==> src/rtl/baudot5_frame_rx.sv <==
// Serial frame receiver: start bit, LSB-first payload, fixed 3-bit marker, stop bit.
// Pin input is double-synchronized; all outputs come straight from flops.
module baudot5_frame_rx #(
  parameter int           DATA_BITS = 5,
  parameter logic [2:0]   MARKER    = 3'b010
) (
  input  logic                 clk,
  input  logic                 rst_n,
  input  logic                 ena,
  input  logic                 rx,
  output logic [DATA_BITS-1:0] data,
  output logic                 valid,
  output logic                 frame_err,
  output logic                 busy,
  output logic [7:0]           frame_count
);

  // state | meaning
  // IDLE  | hunting for a start bit (rx_s == 0)
  // DATA  | shifting in DATA_BITS payload bits, LSB first
  // MARK  | comparing three marker bits, MSB first, into a sticky bad flag
  // STOP  | judging stop bit and bad flag, emitting valid or frame_err
  typedef enum logic [1:0] {IDLE, DATA, MARK, STOP} state_t;

  localparam logic [7:0] LAST_DATA = 8'(DATA_BITS - 1);

  state_t               state;
  logic                 rx_m;
  logic                 rx_s;
  logic [DATA_BITS-1:0] shreg;
  logic [7:0]           cnt;
  logic                 bad;
  logic                 mark_bit;

  always_comb begin
    mark_bit = MARKER[0];
    case (cnt[1:0])
      2'd0:    mark_bit = MARKER[2];
      2'd1:    mark_bit = MARKER[1];
      default: mark_bit = MARKER[0];
    endcase
  end

  always_ff @(posedge clk or negedge rst_n) begin
    if (!rst_n) begin
      rx_m        <= 1'b1;
      rx_s        <= 1'b1;
      state       <= IDLE;
      shreg       <= '0;
      cnt         <= '0;
      bad         <= 1'b0;
      data        <= '0;
      valid       <= 1'b0;
      frame_err   <= 1'b0;
      busy        <= 1'b0;
      frame_count <= '0;
    end else if (!ena) begin
      valid     <= 1'b0;
      frame_err <= 1'b0;
    end else begin
      rx_m      <= rx;
      rx_s      <= rx_m;
      valid     <= 1'b0;
      frame_err <= 1'b0;
      case (state)
        IDLE: begin
          if (!rx_s) begin
            state <= DATA;
            cnt   <= '0;
            busy  <= 1'b1;
          end
        end
        DATA: begin
          shreg <= {rx_s, shreg[DATA_BITS-1:1]};
          if (cnt == LAST_DATA) begin
            state <= MARK;
            cnt   <= '0;
          end else begin
            cnt <= cnt + 8'd1;
          end
        end
        MARK: begin
          bad <= bad | (rx_s != mark_bit);
          if (cnt == 8'd2) state <= STOP;
          else             cnt   <= cnt + 8'd1;
        end
        STOP: begin
          // A low stop bit is only an error; IDLE looks at the next sample afresh.
          if (rx_s && !bad) begin
            data        <= shreg;
            valid       <= 1'b1;
            frame_count <= frame_count + 8'd1;
          end else begin
            frame_err <= 1'b1;
          end
          bad   <= 1'b0;
          state <= IDLE;
          busy  <= 1'b0;
        end
        default: begin
          state <= IDLE;
          busy  <= 1'b0;
        end
      endcase
    end
  end

endmodule

==> config.mk <==
export PLATFORM = sky130hd
export DESIGN_NAME = baudot5_frame_rx
export DESIGN_NICKNAME = d
export VERILOG_FILES = /design/src/rtl/baudot5_frame_rx.sv
export SDC_FILE = /design/constraint.sdc
export NUM_CORES = 1
export LEC_CHECK = 0
export ABC_AREA = 1
export CAP_MARGIN = 20
export CORE_AREA = 3 3 55 78
export DETAILED_ROUTE_END_ITERATION = 7
export DIE_AREA = 0 0 58 81
export HOLD_SLACK_MARGIN = 0.06
export PLACE_DENSITY = 0.73
export SETUP_SLACK_MARGIN = 0.05
export SLEW_MARGIN = 40
export SYNTH_ARGS = -nofsm -noshare
export SYNTH_HDL_FRONTEND = slang
export SYNTH_SLANG_ARGS = --single-unit
==> constraint.sdc <==
create_clock -name clk -period 1.4 [get_ports clk]
set_input_delay 0.21 -clock clk [delete_from_list [all_inputs] [get_ports clk]]
set_output_delay 0.21 -clock clk [all_outputs]
set_load 0.05 [all_outputs]
After elaboration in Yosys (flattened, before gate mapping)
Cells that the tools add are included.
{"block": "totals", "wordCells": 55, "out_inout_bits": 16, "register_bits": 34, "in_bits": 4}
{"block": "op_classes", "n_reduce_logical": 12, "addsub": 2, "n_mux": 18, "n_bitwise": 1, "eq_ne": 11}
{"operator": "$mux 8", "count": 3}
{"operator": "$pmux 8 s3", "count": 1}
{"operator": "$add 8x1->8 const B", "count": 2}
{"operator": "$eq 8x2->1 const B", "count": 1}
{"operator": "$eq 8x3->1 const B", "count": 1}
{"operator": "$mux 1", "count": 8}
{"operator": "$ne 2x2->1 const B", "count": 4}
{"operator": "$pmux 2 s4", "count": 1}
{"operator": "$reduce_and 4->1", "count": 2}
{"operator": "$mux 2", "count": 3}
{"operator": "$reduce_and 3->1", "count": 2}
{"operator": "$eq 2x1->1 const B", "count": 2}
{"operator": "$eq 2x2->1 const B", "count": 2}
{"operator": "$pmux 1 s2", "count": 2}
{"operator": "$reduce_and 2->1", "count": 2}
{"operator": "$reduce_bool 2->1", "count": 2}
{"operator": "$reduce_bool 3->1", "count": 1}
{"operator": "$logic_not 2->1", "count": 1}
{"operator": "$logic_and 1x1->1", "count": 1}
{"operator": "$logic_not 1->1", "count": 1}
{"operator": "$ne 1x1->1", "count": 1}
{"operator": "$or 1x1->1", "count": 1}

Longest topological paths before layout
{"block": "depth", "word_depth": 5, "depth_mapped": 10, "mapped_depth_nobuf": 10}

Worst setup path before layout
No wires, ideal clock.
{"block": "synth_path", "kind": "flip-flop to flip-flop", "start": "register frame_count[0]", "end": "register frame_count[6]", "path_buffers": 0, "synth_period_minus_slack_ns": 1.486, "path_stages_with_launch": 7, "setup_time_ns": 0.119, "path_slack_ns": -0.086, "t_required_ns": 1.281, "t_arrival_ns": 1.367, "cell_sequence": "dfrtp_1 ha_1 nand2_1 nor2_2 nand3_1 xor2_1 inv_1"}
{"block": "synth_via", "elab_chain_cells": 1}
{"element": "start: declaration", "line_no": "15", "rtl": "output logic [7:0] frame_count"}
{"element": "start signal: assignment", "line_no": "92", "rtl": "frame_count <= frame_count + 8'd1;"}
{"element": "$add 8x1->8", "line_no": "92"}
Every way passes these cells.
A chain may end at the register's enable or synchronous reset.

Worst setup path in the final report
{"block": "layout_path", "start": "register state[0]", "end": "register cnt[2]"}
{"block": "layout_via", "elab_chain_cells": 3, "word_cells_on_any_way": 8, "cone_classes": "eq/ne (4); mux (1); reduce/logical (3)"}
{"element": "start: declaration", "line_no": "27", "rtl": "state_t state;"}
{"element": "start signal: assignment", "line_no": "48", "rtl": "state <= IDLE;"}
{"element": "start signal: assignment", "line_no": "68", "rtl": "state <= DATA;"}
{"element": "start signal: assignment", "line_no": "76", "rtl": "state <= MARK;"}
{"element": "$eq 2x2->1 (tied with other cells)", "line_no": "65", "rtl": "case (state)"}
{"element": "$ne 2x2->1 (no line) or $reduce_bool 3->1 (tied branches)"}
{"element": "$reduce_and 4->1 (no line)"}
{"element": "end signal: assignment", "line_no": "79", "rtl": "cnt <= cnt + 8'd1;"}
{"element": "end signal: assignment", "line_no": "85", "rtl": "else cnt <= cnt + 8'd1;"}
{"element": "end: declaration", "line_no": "31", "rtl": "logic [7:0] cnt;"}
Several ways; a longest one is shown, not always the timed one.

==> results.cfg <==
[routing]
routed_wl_mm = 4.063
routed-via-count = 1575
vias_per_cell = 4.984
ant_nets = 0
drcViolationCount = 0
drtPass1Iterations = 4
wl_per_cell_um = 12.86
drt_iter0_drc = 33

[synth]
synthesis.nets = 233
yosysTopAreaCell = dfrtp_1
ys_top_cells_by_area = dfrtp_1 44%, nand2_1 14%, ha_1 6.2%, inv_1 5.2%, nand3_1 4.4%
synth_cell_types = 30
synth_cells = 220
ys_seq_elements = 34
syn-cell-area_um2 = 1814
syn_avg_cell_area_um2 = 8.247
ys_warn_count = 0
ys_seq_area_share_pct = 47.03
synth_top_area_share_pct = 44.14

[critical_path]
arrival_ns = 1.62
timing.rr.end = cnt[2]
worstSetupPathType = flip-flop to flip-flop
cp-start-kind = flip-flop
ff2ff_setup_slack_ns = 0.005
worstPathRequired_ns = 1.62
crit_path_end_kind = flip-flop
r2r_start = state[0]
critPathMaxFanout = 7
ff2ff_path_depth = 9

[sta]
fmax_mhz = 717.1
whs_ns = 0.2874
worstMarginPinSlew_ns = 0.2838
period_share_pct = 99.61
finalSetupViolCount = 0
finalClockSkew_ns = 0.007342
rsz0062_at_grt = yes
period_needed_ns = 1.395
fin_setup_tns_ns = 0
drv_slew = 0
slew_headroom_pct = 81.08
hold_viol = 0

[finish]
final_nets = 286
area_delta_synth_final_pct = 50.90
drive_gt1_share_pct = 42.70
diodes = 0

[clock_tree]
cts_root_buf = clkbuf_8
clk_latency_ns = 0.29
clockBufferDepth = 2
cts_tree = yes
htree_levels = 2
hold_buffers = 0
clk_pin_slew_ns = 0.08
cts_buffers = 5
cts.sinks = 34

[grt]
antenna_found_initial = 0
grt-ovfl-total = 0
grt_max_degree = 35
grt_pass1_vias = 1540
gr-usage-all-layers_pct = 18.16
grt_pass1_wl_mm = 6.568

[floorplan]
initial_core_util_pct = 49.79
die_width_um = 58
die_y_um = 81
dieArea_um2 = 4698
rows = 26
ios = 20
core_area_um2 = 3643

[pwr]
power.density_nw_per_um2 = 1669
peakVddDrop_v = 0.001656
p_leak_nw = 1.303

[run]
maxCapViolCount = 0

[placed_design]
gp_congestion = 0.8125
port_buffers = 19
place.detailed.hpwl_mm = 2.612

[worst_hold_path]
hold_class = input port to asynchronous set/reset pin

[status]
outcome = finished clean
[area by class of cell]
class                           instances  area, um2
Multi-Input combinational cell        154       1012
Fill cell                             250      905.9
Sequential cell                        34      858.3
Timing Repair Buffer                   48      580.6
Inverter                               30      120.1
Clock buffer                            5      68.82
Tap cell                               42      52.55
Clock inverter                          3      45.04
[cells in the mapped netlist (all sizes together)]
cell type / instances
nand2: 77
dfrtp: 32
or2: 1
mux2: 1
xnor2: 3
nand3b: 3
a21boi: 1
nand3: 16
ha: 9
o21ai: 11
dfstp: 2
inv: 29
buf: 3
a21oi: 2
clkinv: 1
nand4: 1
xor2: 4
o21bai: 2
o211ai: 1
o22ai: 1
nor2: 20
[cell families after synthesis]
kind of cell    count (synthesis)  share of synthesized area, %
buf+inv                        33                         7.655
simple gates                  118                         29.31
mux                             1                        0.6206
fa+ha+maj                       9                         6.207
xor+xnor                        7                         3.379
compound gates                 18                         5.793
flops                          34                         47.03
[critical path, stage by stage (launching register included)]
cell	delay (ns)
dfrtp_1	0.39
inv_2	0.09
ha_4	0.18
a21boi_4	0.17
nand2_2	0.09
inv_4	0.08
nand2_4	0.08
inv_6	0.09
nand3_2	0.08
nand2_1	0.07
[sequential cells by signal, indices dropped and copies added, names as in the netlist]
| signal | flops |
|---|---|
| frame_err | 1 |
| data | 5 |
| cnt | 8 |
| rx_m | 1 |
| state | 2 |
| rx_s | 1 |
| bad | 1 |
| shreg | 5 |
| valid | 1 |
| busy | 1 |
| frame_count | 8 |
[through the flow]
stage	total power, mW	setup WS (ns)	utilization, %	std cells	area [um2]
6_report	4.569	0.005409	75.14	316	2738
4_1_cts	4.213	0.01967	69.68	313	2539
2_1_floorplan	2.375	0.09234	-	220	1818
3_5_place_dp	3.160	-0.1475	64.35	296	2345
3_3_place_gp	3.113	-0.1172	64.35	296	2345
5_1_grt	4.856	-0.1295	75.14	316	2738
[repair_timing]
item,CTS,global route
setup buffers,8,3
setup endpoints to repair,15,27
hold endpoints to repair,0,0
pin swaps,3,22
gates cloned,1,0
resized for setup,6,46
[how the worst max path moves through the flow]
stage | from | end | slack [ns] | cells after the start
finish | state[0] | cnt[2] | 0.005 | 9
global route | state[0] | state[1] | -0.13 | 8
CTS | state[0] | cnt[3] | 0.02 | 9
detailed placement | ena | frame_count[7] | -0.15 | 10
global placement | ena | frame_count[7] | -0.12 | 10
floorplan | frame_count[0] | frame_count[6] | 0.09 | 6
[where the power goes]
part           total, mW  leakage (nW)  internal [mW]  switching (mW)
clock network      0.898        0.0504          0.529           0.369
logic               2.25         0.808           1.03            1.22
registers           1.42         0.445           1.21           0.214
[cells in the final DEF, fill, tap and decap left out, types with 2 or more instances in the layout]
cell type,Yosys,routed
inv_2,3,10
ha_4,0,5
o21ai_0,10,10
nand3_1,16,9
nor2_2,4,6
nand3b_1,3,3
dfrtp_2,0,4
nand2_4,2,5
clkdlybuf4s50_1,0,3
dfstp_2,2,2
clkbuf_8,0,5
nor2_4,2,5
nand2_2,5,11
o21bai_1,2,2
nand2_1,70,62
buf_12,0,17
ha_1,9,2
nor2_1,14,9
a21oi_1,2,2
dfrtp_1,32,28
nand3_2,0,7
buf_4,1,28
clkinvlp_4,0,2
xor2_1,4,3
inv_1,25,18
ha_2,0,2
xnor2_1,3,3
[routing by layer]
layer | vias up | global-route usage [%] | share of wire [%]
met2 | 31 | 32.01 | 54
li1 | 784 | - | -
met5 | - | 0 | 0
met1 | 749 | 20.81 | 40
met4 | 0 | 7.889 | 3.0
met3 | 11 | 3.975 | 3.5
No activity file was read; power rests on OpenSTA's default activity.
